==> config.mk <==
export PLATFORM = sky130hd
export DESIGN_NAME = catch_scorer
export DESIGN_NICKNAME = d
export VERILOG_FILES = /design/src/rtl/catch_scorer_pkg.sv /design/src/rtl/catch_scorer_bcd_add_sat.sv /design/src/rtl/catch_scorer.sv
export SDC_FILE = /design/constraint.sdc
export NUM_CORES = 1
export LEC_CHECK = 0
export BUFFER_PORTS_ARGS = -buffer_cell sky130_fd_sc_hd__buf_4
export CORE_ASPECT_RATIO = 1.5
export CORE_MARGIN = 4
export CORE_UTILIZATION = 53
export DETAILED_ROUTE_END_ITERATION = 10
export PLACE_DENSITY_LB_ADDON = 0.08
export SYNTH_ARGS = -nofsm -noshare
export SYNTH_HDL_FRONTEND = slang
export SYNTH_SLANG_ARGS = --single-unit
==> constraint.sdc <==
create_clock -name clk -period 12.8 [get_ports clk]
set_input_delay 1.28 -clock clk [delete_from_list [all_inputs] [get_ports clk]]
set_output_delay 1.28 -clock clk [all_outputs]
set_load 0.02 [all_outputs]
==> src/rtl/catch_scorer_pkg.sv <==
// Shared game constants and state encoding for the catch scorer.
package catch_scorer_pkg;

  typedef enum logic [1:0] {
    ST_IDLE = 2'd0,
    ST_PLAY = 2'd1,
    ST_HIT  = 2'd2,
    ST_OVER = 2'd3
  } state_t;

  localparam int          CATCH_Y_DEF    = 320;
  localparam int          LIVES_INIT_DEF = 3;
  localparam logic [15:0] BCD_MAX        = 16'h9999;

endpackage

==> src/rtl/catch_scorer_bcd_add_sat.sv <==
// Adds a small binary count to a 4-digit BCD value, clamping at 9999.
module bcd_add_sat
  import catch_scorer_pkg::*;
#(
  parameter int CW = 3
) (
  input  logic [15:0]   bcd_in,
  input  logic [CW-1:0] add,
  output logic [15:0]   bcd_out
);

  logic [15:0] sum;
  logic [4:0]  carry;
  logic [4:0]  dsum;

  // Ripple one decimal digit at a time. The addend is at most 9, so a digit
  // sum never exceeds 18 and each digit carries at most 1 onward.
  always_comb begin
    sum   = '0;
    dsum  = '0;
    carry = 5'(add);
    for (int i = 0; i < 4; i++) begin
      dsum = {1'b0, bcd_in[4*i +: 4]} + carry;
      if (dsum >= 5'd10) begin
        sum[4*i +: 4] = 4'(dsum - 5'd10);
        carry         = 5'd1;
      end else begin
        sum[4*i +: 4] = dsum[3:0];
        carry         = 5'd0;
      end
    end
    bcd_out = (carry != 5'd0) ? BCD_MAX : sum;
  end

endmodule

==> src/rtl/catch_scorer.sv <==
// Per-tick catch evaluation: scores vegetables, takes lives on bugs, and runs
// the IDLE/PLAY/HIT/OVER game flow.
module catch_scorer
  import catch_scorer_pkg::*;
#(
  parameter int NUM_OBJ    = 4,
  parameter int CATCH_Y    = CATCH_Y_DEF,
  parameter int LIVES_INIT = LIVES_INIT_DEF,
  parameter int HIT_TICKS  = 60
) (
  input  logic                 clk,
  input  logic                 rst,
  input  logic                 tick,
  input  logic                 start,
  input  logic [2:0]           farmer_x,
  input  logic [NUM_OBJ-1:0]   obj_valid,
  input  logic [3*NUM_OBJ-1:0] obj_lane,
  input  logic [10*NUM_OBJ-1:0] obj_y,
  input  logic [NUM_OBJ-1:0]   obj_is_bug,
  output logic [15:0]          score_bcd,
  output logic [1:0]           lives,
  output logic [1:0]           state,
  output logic                 hit_flash,
  output logic                 catch_pulse,
  output logic                 bug_pulse
);

  localparam int CW = $clog2(NUM_OBJ + 1);
  localparam int HW = $clog2(HIT_TICKS + 1);

  state_t        state_q, state_d;
  logic [15:0]   score_q, score_d, score_sum;
  logic [1:0]    lives_q, lives_d;
  logic [HW-1:0] hit_q, hit_d;
  logic          catch_d, bug_d;

  logic [NUM_OBJ-1:0] elig, veg_hit;
  logic               bug_any;
  logic [CW-1:0]      veg_cnt;

  // A slot is in the catch window when shown, at the catch row and in the farmer's lane.
  for (genvar g = 0; g < NUM_OBJ; g++) begin : g_slot
    assign elig[g] = obj_valid[g]
                   && (obj_y[10*g +: 10] == 10'(CATCH_Y))
                   && (obj_lane[3*g +: 3] == farmer_x);
  end

  assign veg_hit = elig & ~obj_is_bug;
  assign bug_any = |(elig & obj_is_bug);

  // Count caught vegetables this tick.
  always_comb begin
    veg_cnt = '0;
    for (int i = 0; i < NUM_OBJ; i++) veg_cnt = veg_cnt + CW'(veg_hit[i]);
  end

  bcd_add_sat #(.CW(CW)) u_add (
    .bcd_in  (score_q),
    .add     (veg_cnt),
    .bcd_out (score_sum)
  );

  // Next-state and next-value logic for the game flow.
  always_comb begin
    state_d = state_q;
    score_d = score_q;
    lives_d = lives_q;
    hit_d   = hit_q;
    catch_d = 1'b0;
    bug_d   = 1'b0;
    unique case (state_q)
      ST_IDLE: begin
        // start wins over a coincident tick; that tick is never evaluated
        if (start) begin
          state_d = ST_PLAY;
          score_d = '0;
          lives_d = 2'(LIVES_INIT);
          hit_d   = '0;
        end
      end
      ST_PLAY: begin
        if (tick) begin
          score_d = score_sum;
          catch_d = (veg_cnt != '0);
          if (bug_any) begin
            bug_d = 1'b1;
            if (lives_q <= 2'd1) begin
              lives_d = 2'd0;
              state_d = ST_OVER;
            end else begin
              lives_d = lives_q - 2'd1;
              state_d = ST_HIT;
              hit_d   = '0;
            end
          end
        end
      end
      ST_HIT: begin
        // bugs are ignored while invincible; vegetables still score
        if (tick) begin
          score_d = score_sum;
          catch_d = (veg_cnt != '0);
          if (hit_q == HW'(HIT_TICKS - 1)) begin
            state_d = ST_PLAY;
            hit_d   = '0;
          end else begin
            hit_d = hit_q + HW'(1);
          end
        end
      end
      ST_OVER: begin
        if (start) state_d = ST_IDLE;
      end
      default: state_d = ST_IDLE;
    endcase
  end

  // Game registers; reset aborts any in-flight evaluation.
  always_ff @(posedge clk or posedge rst) begin
    if (rst) begin
      state_q     <= ST_IDLE;
      score_q     <= '0;
      lives_q     <= 2'(LIVES_INIT);
      hit_q       <= '0;
      catch_pulse <= 1'b0;
      bug_pulse   <= 1'b0;
    end else begin
      state_q     <= state_d;
      score_q     <= score_d;
      lives_q     <= lives_d;
      hit_q       <= hit_d;
      catch_pulse <= catch_d;
      bug_pulse   <= bug_d;
    end
  end

  assign score_bcd = score_q;
  assign lives     = lives_q;
  assign state     = state_q;
  assign hit_flash = (state_q == ST_HIT);

endmodule

==> results of run 1 <==
## worst max-delay path, delay by kind of cell
| family | cells | cell delay (ns) |
|---|---|---|
| xor gates and xnor gates | 3 | 0.72 |
| and+or+nand+nor | 8 | 2.06 |
| muxes | 1 | 0.18 |
| adders and majority gates | 13 | 3.60 |
| AOI/OAI and AO/OA | 9 | 1.99 |
| buffers and inverters | 6 | 0.50 |
## routing by layer
metal | share of wire | up-vias | track usage
met5 | 0 | - | 0
met4 | 0.010 | 0 | 0.0592
met3 | 0.040 | 6 | 0.0264
met2 | 0.57 | 75 | 0.475
met1 | 0.37 | 1100 | 0.252
li1 | - | 1156 | -
## sequential cells by signal (all words and copies together), names as in the netlist
register	flops
bug_pulse	1
catch_pulse	1
hit_q	6
lives	2
score_bcd	16
state	2
## synth_stat cells, types with 2 or more instances
cell | n | area share
dfrtp_1 | 26 | 0.28
nand2_1 | 26 | 0.042
inv_1 | 23 | 0.037
nor2_1 | 21 | 0.034
ha_1 | 19 | 0.10
a21oi_1 | 18 | 0.039
o21ai_0 | 15 | 0.032
xnor2_1 | 11 | 0.041
nor3_1 | 10 | 0.021
nand3_1 | 9 | 0.019
a22o_1 | 8 | 0.030
xor2_1 | 7 | 0.026
mux2i_1 | 5 | 0.021
nor4_1 | 5 | 0.013
a21o_1 | 4 | 0.013
nor4bb_1 | 4 | 0.017
a31oi_1 | 3 | 0.0081
and3_1 | 3 | 0.0081
clkbuf_1 | 3 | 0.0048
nand4_1 | 3 | 0.0081
nor3b_1 | 3 | 0.0097
o2bb2ai_1 | 3 | 0.011
o32ai_1 | 3 | 0.011
or2_2 | 3 | 0.0081
a311oi_1 | 2 | 0.0075
a311oi_2 | 2 | 0.013
and4b_1 | 2 | 0.0086
buf_2 | 2 | 0.0043
dfstp_2 | 2 | 0.023
fa_1 | 2 | 0.017
nand2b_1 | 2 | 0.0054
nor2b_1 | 2 | 0.0054
nor4b_1 | 2 | 0.0075
o21a_1 | 2 | 0.0064
or3_1 | 2 | 0.0054
## cells in the final DEF, fill, tap and decap left out, drive strengths merged, types with 3 or more instances in the layout
cell | Yosys | final
ha | 19 | 19
a311oi | 4 | 4
and3 | 3 | 3
nor4 | 6 | 6
nand2 | 27 | 27
a21oi | 18 | 18
clkbuf | 3 | 3
or2 | 3 | 3
nor3 | 11 | 11
a31oi | 3 | 3
buf | 2 | 89
a22o | 8 | 8
o32ai | 3 | 3
nor2 | 21 | 21
o21ai | 17 | 17
xnor2 | 11 | 11
xor2 | 7 | 7
mux2i | 5 | 5
nor4bb | 4 | 4
nor3b | 3 | 3
inv | 23 | 23
a21o | 4 | 4
o2bb2ai | 3 | 3
nand4 | 3 | 3
nand3 | 9 | 9
dfrtp | 26 | 26
## path summary, 6_finish.rpt
path                                   start             to  slack (ns)  depth (start not counted)
worst max-delay path               obj_y[31]  score_bcd[14]        2.69                         40
worst min-delay path                lives[0]       lives[0]        0.52                          2
worst min register to register      lives[0]       lives[0]        0.52                          2
max in group asynchronous                rst       hit_q[3]       10.90                          2
min in group asynchronous                rst       state[1]        1.25                          2
worst max register to register  score_bcd[0]  score_bcd[14]        5.23                         34
## report_power, final
part / internal (mW) / switching [mW] / total, mW
Combinational: 0.0368 / 0.0514 / 0.0883
Clock: 0.0419 / 0.0280 / 0.0699
Sequential: 0.0907 / 0.00229 / 0.0930
## final cells by class
type | count | area share
Tap cell | 46 | 0.0185
Sequential cell | 28 | 0.226
Clock inverter | 1 | 0.00967
Timing Repair Buffer | 89 | 0.215
Clock buffer | 3 | 0.0133
Multi-Input combinational cell | 216 | 0.489
Inverter | 23 | 0.0278
## logic make-up (layout without fill, tap and decap cells)
logic type | after synthesis | after routing
AO/OA/AOI/OAI | 68 | 68
adder cells (fa/ha/maj) | 21 | 21
XOR/XNOR | 18 | 18
flip-flops | 28 | 28
buffers and inverters | 28 | 116
multiplexers | 6 | 6
AND/OR/NAND/NOR | 103 | 103
## through the flow
step	area (um^2)	util	setup slack, ns
2_1_floorplan	2330	-	3.61
3_3_place_gp	3040	0.715	2.89
3_5_place_dp	3040	0.715	2.45
4_1_cts	3110	0.732	2.69
5_1_grt	3110	0.732	1.82
6_report	3110	0.732	2.69
==> summary.log, run 1 <==
INFO  sta            final_setup_viols=0
INFO  setup_path     category_of_the_worst_setup_path_capture_point=register
INFO  clock_tree     clk_pin_slew=0.10ns
INFO  logic_synthesis synth_cell_type_count=50
INFO  routing        antenna_violating_nets_remaining=0
INFO  die            row_count=29
INFO  sta            rsz0062_at_grt=no
INFO  setup_path     crit_path_kind=input pin to register
INFO  routing        drt_iter0_markers=76
INFO  die            height_of_the_die=89.2um
INFO  global_route   pin_count_of_the_biggest_net_entering_global_routing=29
INFO  setup_path     critPathMaxStageDelay=0.50ns
INFO  routing        vias=2337
INFO  setup_path     crit_top_cell=ha_1
INFO  clock_tree     cts.hold.buffers_added=0
INFO  clock_tree     cts-resized-gates=0
INFO  logic_synthesis yosys_warnings=0
INFO  layout         nets=449
INFO  logic_synthesis avgSynthCellArea=8.57um^2
INFO  logic_synthesis syn-num-nets=360
INFO  routing        routed_wl_per_cell=15.8um
INFO  sta            setup_tns=0ns
INFO  sta            final_hold_viol_count=0
INFO  clock_tree     tritoncts.num_buffers=3
INFO  logic_synthesis arithmetic_cell_share_of_the_synthesized_area_counting_full_adders_half_adders_and_majority_gates=0.119
INFO  routing        detail_route.first_pass.iterations=4
INFO  sta            timing.final.crit_share=0.790
INFO  setup_path     critPathArrivalTime=10.32ns
INFO  clock_tree     clkLatencyLatePin=0.27ns
INFO  hold_path      holdCritPathClass=register to register
INFO  place          gp_routability_congestion=0.869
INFO  setup_path     critical_path.max_fanout=9
INFO  logic_synthesis synth_compound_area_frac=0.201
INFO  sta            timing.slew.headroom=0.209
INFO  clock_tree     root_buffer=clkbuf_8
INFO  power          totalPowerFinal=0.251mW
INFO  global_route   via_count_of_the_first_global_routing_pass=2303
INFO  place          detailedPlacementHpwl=5.30mm
INFO  logic_synthesis async_flop_share=1.00
INFO  global_route   grt_usage=0.234
INFO  setup_path     worst_setup_path_start_kind=input pin
INFO  layout         antennaDiodeCount=0
INFO  die            floorplan.die_area=5550um^2
INFO  logic_synthesis synthSimpleGateAreaFrac=0.237
INFO  layout         register_area=703um^2
INFO  clock_tree     clock_net_sink_count=28
INFO  die            chipWidth=62.2um
INFO  die            coreArea=4250um^2
INFO  sta            fin_max_slew_vios=0
INFO  sta            skew=0.00714ns
INFO  die            ioPinCount=90
INFO  layout         finish.cell_count_without_fillers=406
INFO  clock_tree     cts_buffer_depth=2
INFO  logic_synthesis synth_enable_flop_cells=0
INFO  logic_synthesis synth_mux_area_frac=0.0279
INFO  clock_tree     cts_setup_buffers=0
INFO  routing        post-route-drc-count=0
INFO  flow_run       drv_cap=0
INFO  power          power_per_cell_area=80.9nW/um^2
INFO  layout         nFillCells=339
INFO  sta            max_clock_freq=0.0989GHz
INFO  setup_path     crit_path_required_time=13.01ns
INFO  sta            hold_ws=0.518ns
INFO  global_route   globalRouteOverflowTotal=0
INFO  sta            final_period_minus_worst_setup_slack=10.11ns
INFO  logic_synthesis ys_seq_elements=28
INFO  logic_synthesis largest_family_of_logic_cells_by_synthesized_area=simple AND/OR/NAND/NOR gates
INFO  outcome        outcome=complete, no violations
INFO  global_route   antenna_found_initial=0
INFO  global_route   wire_length_of_the_first_global_routing_pass=10.7mm
INFO  power          max-vdd-ir-drop=0.0697mV
INFO  place          placement.io_buffers=89
INFO  die            starting_utilization_of_the_core_area=0.549
INFO  layout         multi_input_area=1520um^2
INFO  logic_synthesis netlist_area=2330um^2
INFO  layout         area_growth_syn_to_layout=33.3%
INFO  layout         final_layout_size_suffix_gt1_frac=0.303
INFO  routing        routed_wirelength=6.40mm
INFO  logic_synthesis yosys.area_share.xor_xnor=0.0676
INFO  logic_synthesis synth-main-ff-cell=dfrtp_1
INFO  clock_tree     htreeDepth=1
INFO  logic_synthesis proportion_of_synthesized_chip_area_in_sequential_cells=0.302
INFO  routing        drt-vias-per-instance=5.76
INFO  logic_synthesis syn_inst=272
INFO  place          post_place_cells=402
INFO  sta            tightest_slew=1.18ns
INFO  power          power_leakage=1.56nW
INFO  setup_path     worst_path_max_delay_cell=nor2_1
INFO  clock_tree     tritoncts_clock_tree=built
Note: power is estimated with default switching activity, not from simulation.
==> run 2: changes to the inputs <==
--- a/config.mk
+++ b/config.mk
@@ -5,10 +5,11 @@
 export SDC_FILE = /design/constraint.sdc
 export NUM_CORES = 1
 export LEC_CHECK = 0
+export ABC_AREA = 1
 export BUFFER_PORTS_ARGS = -buffer_cell sky130_fd_sc_hd__buf_4
 export CORE_ASPECT_RATIO = 1.5
 export CORE_MARGIN = 4
-export CORE_UTILIZATION = 53
+export CORE_UTILIZATION = 45
 export DETAILED_ROUTE_END_ITERATION = 10
 export PLACE_DENSITY_LB_ADDON = 0.08
 export SYNTH_ARGS = -nofsm -noshare
==> constraint.sdc (replaced) <==
create_clock -name clk -period 8.1 [get_ports clk]
set_input_delay 0.81 -clock clk [delete_from_list [all_inputs] [get_ports clk]]
set_output_delay 0.81 -clock clk [all_outputs]
set_load 0.02 [all_outputs]
==> run 2 against run 1 <==
Clock power is 60% higher. Sequential power grew to 2.7 times the previous value. First-iteration DRC count is 38% lower. Critical path depth is 6 higher. Via count is 6.1% higher. Core utilization is 11 points lower. Global-route usage is 4.4 points lower. Combinational power grew to 5.8 times the previous value. Critical path type unchanged. Critical endpoint is now score_bcd[5]. Largest power group is now combinational cells.
==> summary.log, run 2 <==
INFO  outcome        outcome=complete, no violations
INFO  global_route   antenna_found_initial=0 [unchanged]
INFO  clock_tree     tritoncts.num_buffers=3 [unchanged]
INFO  clock_tree     clock_net_sink_count=28 [unchanged]
INFO  setup_path     worst_setup_path_start_kind=input pin
INFO  logic_synthesis synth_commonest_cells=97 x nand2_1, 56 x inv_1, 30 x nor2_1
INFO  logic_synthesis ys_seq_elements=28 [unchanged]
INFO  power          max-vdd-ir-drop=0.183mV [+160%]
INFO  flow_run       drv_cap=0 [unchanged]
INFO  sta            final_hold_viol_count=0 [unchanged]
INFO  hold_path      worstHoldPathCells=2 [unchanged]
INFO  layout         nFillCells=497 [+47%]
INFO  place          detailedPlacementHpwl=5.02mm [-5.4%]
INFO  power          totalPowerFinal=0.876mW [+250%]
INFO  layout         layout.cells.most_common_list=97 x nand2_1, 90 x buf_4, 56 x inv_1
INFO  hold_path      holdCritPathClass=register to register
INFO  logic_synthesis synth.top_cells.by_area=dfrtp_1 27%, nand2_1 15%, ha_1 9.9%
INFO  clock_tree     cts.hold.buffers_added=0 [unchanged]
INFO  setup_path     critical_path.max_fanout=6 [-3]
INFO  clock_tree     cts-resized-gates=0 [unchanged]
INFO  logic_synthesis synth_largest_type_area_fraction=0.270 [-0.00899]
INFO  layout         final_layout_size_suffix_gt1_frac=0.272 [-0.0311]
INFO  layout         antennaDiodeCount=0 [unchanged]
INFO  die            height_of_the_die=97.6um [+9.4%]
INFO  logic_synthesis netlist.top_cell.by_area=dfrtp_1
INFO  layout         final_common_cell=nand2_1
INFO  setup_path     r2r.worst_path.cells=36 [+5.9%]
INFO  sta            max_clock_freq=0.136GHz
INFO  routing        vias=2479 [+6.1%]
INFO  global_route   globalRouteOverflowTotal=0 [unchanged]
INFO  routing        detail_route.first_pass.iterations=4 [unchanged]
INFO  clock_tree     clkLatencyLatePin=0.28ns [about the same]
INFO  sta            final_period_minus_worst_setup_slack=7.35ns
INFO  global_route   wire_length_of_the_first_global_routing_pass=10.2mm [-4.9%]
INFO  routing        routed_wl_per_cell=12.1um [-23%]
INFO  die            chipWidth=67.7um [+9.0%]
INFO  die            ioPinCount=90 [unchanged]
INFO  layout         final_core_util=0.623 [-0.108]
INFO  sta            timing.slew.headroom=0.281 [+0.0716]
INFO  layout         multi_input_area=1460um^2 [-4.3%]
INFO  setup_path     critPathMaxStageDelay=0.46ns [-0.04 ns]
INFO  logic_synthesis yosys_warnings=0 [unchanged]
INFO  sta            fin_max_slew_vios=0 [unchanged]
INFO  power          power_per_cell_area=272nW/um^2 [+240%]
INFO  logic_synthesis synth_enable_flop_cells=0 [unchanged]
INFO  die            floorplan.die_area=6610um^2 [+19%]
INFO  layout         nets=527 [+17%]
INFO  logic_synthesis syn_inst=347 [+28%]
INFO  power          power_leakage=1.72nW [+10%]
INFO  die            starting_utilization_of_the_core_area=0.466 [-0.0827]
INFO  setup_path     crit_path_required_time=8.31ns [-4.70 ns]
INFO  clock_tree     cts_setup_buffers=0 [unchanged]
INFO  sta            rsz0062_at_grt=no
INFO  logic_synthesis netlist_area=2410um^2 [+3.3%]
INFO  logic_synthesis synth.most_common_cell=nand2_1
INFO  logic_synthesis avgSynthCellArea=6.94um^2 [-19%]
INFO  logic_synthesis syn-num-nets=435 [+21%]
INFO  global_route   via_count_of_the_first_global_routing_pass=2455 [+6.6%]
INFO  setup_path     startpoint=farmer_x[2]
INFO  routing        drt-vias-per-instance=4.90 [-15%]
INFO  routing        drt_iter0_markers=47 [-38%]
INFO  layout         area_growth_syn_to_layout=33.7%
INFO  setup_path     crit_path_kind=input pin to register
INFO  hold_path      worst_hold_startpoint=lives[0]
INFO  sta            setup_tns=0ns [unchanged]
INFO  clock_tree     root_buffer=clkbuf_8
INFO  die            row_count=32 [+10%]
INFO  place          placement.io_buffers=89 [unchanged]
INFO  global_route   pin_count_of_the_biggest_net_entering_global_routing=29 [unchanged]
INFO  sta            final_setup_viols=0 [unchanged]
INFO  routing        antenna_violating_nets_remaining=0 [unchanged]
INFO  setup_path     critical_r2r_launch=score_bcd[0]
INFO  global_route   grt_usage=0.190 [-0.0439]
INFO  layout         max_ffs_per_register=16 [unchanged]
INFO  logic_synthesis synth-main-ff-cell=dfrtp_1
INFO  routing        routed_wirelength=6.13mm [-4.3%]
INFO  sta            tightest_slew=1.08ns [-0.101 ns]
INFO  sta            skew=0.00863ns [+0.00150 ns]
INFO  routing        post-route-drc-count=0 [unchanged]
INFO  clock_tree     tritoncts_clock_tree=built
INFO  die            coreArea=5160um^2 [+22%]
INFO  setup_path     worst_path_max_delay_cell=fa_1
INFO  clock_tree     cts_buffer_depth=2 [unchanged]
INFO  setup_path     category_of_the_worst_setup_path_capture_point=register
INFO  sta            timing.final.crit_share=0.907
INFO  clock_tree     clk_pin_slew=0.10ns [about the same]
INFO  logic_synthesis synth_cell_type_count=35 [-30%]
INFO  setup_path     critPathArrivalTime=7.56ns [-2.76 ns]
INFO  logic_synthesis proportion_of_synthesized_chip_area_in_sequential_cells=0.292 [-0.00972]
INFO  logic_synthesis async_flop_share=1.00 [unchanged]
INFO  place          gp_routability_congestion=0.843 [-3.0%]
INFO  layout         register_area=703um^2 [unchanged]
INFO  clock_tree     htreeDepth=1 [unchanged]
## run 2: changes by cell type in the layout (fill, tap and decap cells not counted), sizes merged, moves of 8 or more
| cell | change |
|---|---|
| a22o | -8 |
| nand2 | +72 |
| inv | +38 |
| xnor2 | -8 |
| nor2 | +17 |
| a21oi | -8 |
## run 2: kinds of logic (layout without fill, tap and decap cells)
logic type,after synthesis,after routing,synth area share
adders and majority gates,21,21,0.115
AOI/OAI and AO/OA,46,46,0.119
and+or+nand+nor,174,174,0.318
buffers and inverters,64,155,0.104
xor gates and xnor gates,14,14,0.0509
DFF,28,28,0.292
## run 2: power by group
group,switching [mW],internal (mW),total (mW)
registers,0.0556,0.193,0.249
clock network,0.0458,0.0662,0.112
logic,0.309,0.206,0.515
## run 2: metal layers
layer | up-vias | wire length, um | share of wire | global-route usage
li1 | 1294 | - | - | -
met1 | 1097 | 2400 | 0.39 | 0.211
met2 | 78 | 3150 | 0.51 | 0.356
met3 | 10 | 478 | 0.078 | 0.0278
met4 | 0 | 89 | 0.015 | 0.0500
met5 | - | 0 | 0 | 0
## run 2: cell type report
cell class | count | area share
Clock buffer | 3 | 0.0128
Clock inverter | 1 | 0.00933
Inverter | 61 | 0.0711
Multi-Input combinational cell | 255 | 0.452
Sequential cell | 28 | 0.218
Tap cell | 68 | 0.0264
Timing Repair Buffer | 90 | 0.210
## run 2: worst paths after layout
kind                                     end  slack [ns]
worst min-delay path                lives[0]        0.49
max in group asynchronous       score_bcd[0]        6.66
min in group asynchronous           hit_q[4]        0.79
worst max-delay path            score_bcd[5]        0.75
worst max register to register  score_bcd[5]        2.48
worst min register to register      lives[0]        0.49
## run 2: worst max-delay path, delay by kind of cell
family          cells  cell delay [ns]
compound gates      7             0.60
simple gates       14             1.46
buf+inv             8             0.70
xor+xnor            4             0.83
fa+ha+maj          13             3.14
## run 2: stage by stage
stage / worst slack (ns) / cells / area, um^2 / hold slack [ns]
2_1_floorplan: 1.38 / 347 / 2410 / 0.472
3_5_place_dp: 0.451 / 502 / 3150 / 0.475
4_1_cts: 0.746 / 506 / 3220 / 0.491
5_1_grt: 0.0675 / 506 / 3220 / 0.519
6_report: 0.751 / 506 / 3220 / 0.485
3_3_place_gp: 0.784 / 502 / 3150 / 0.479
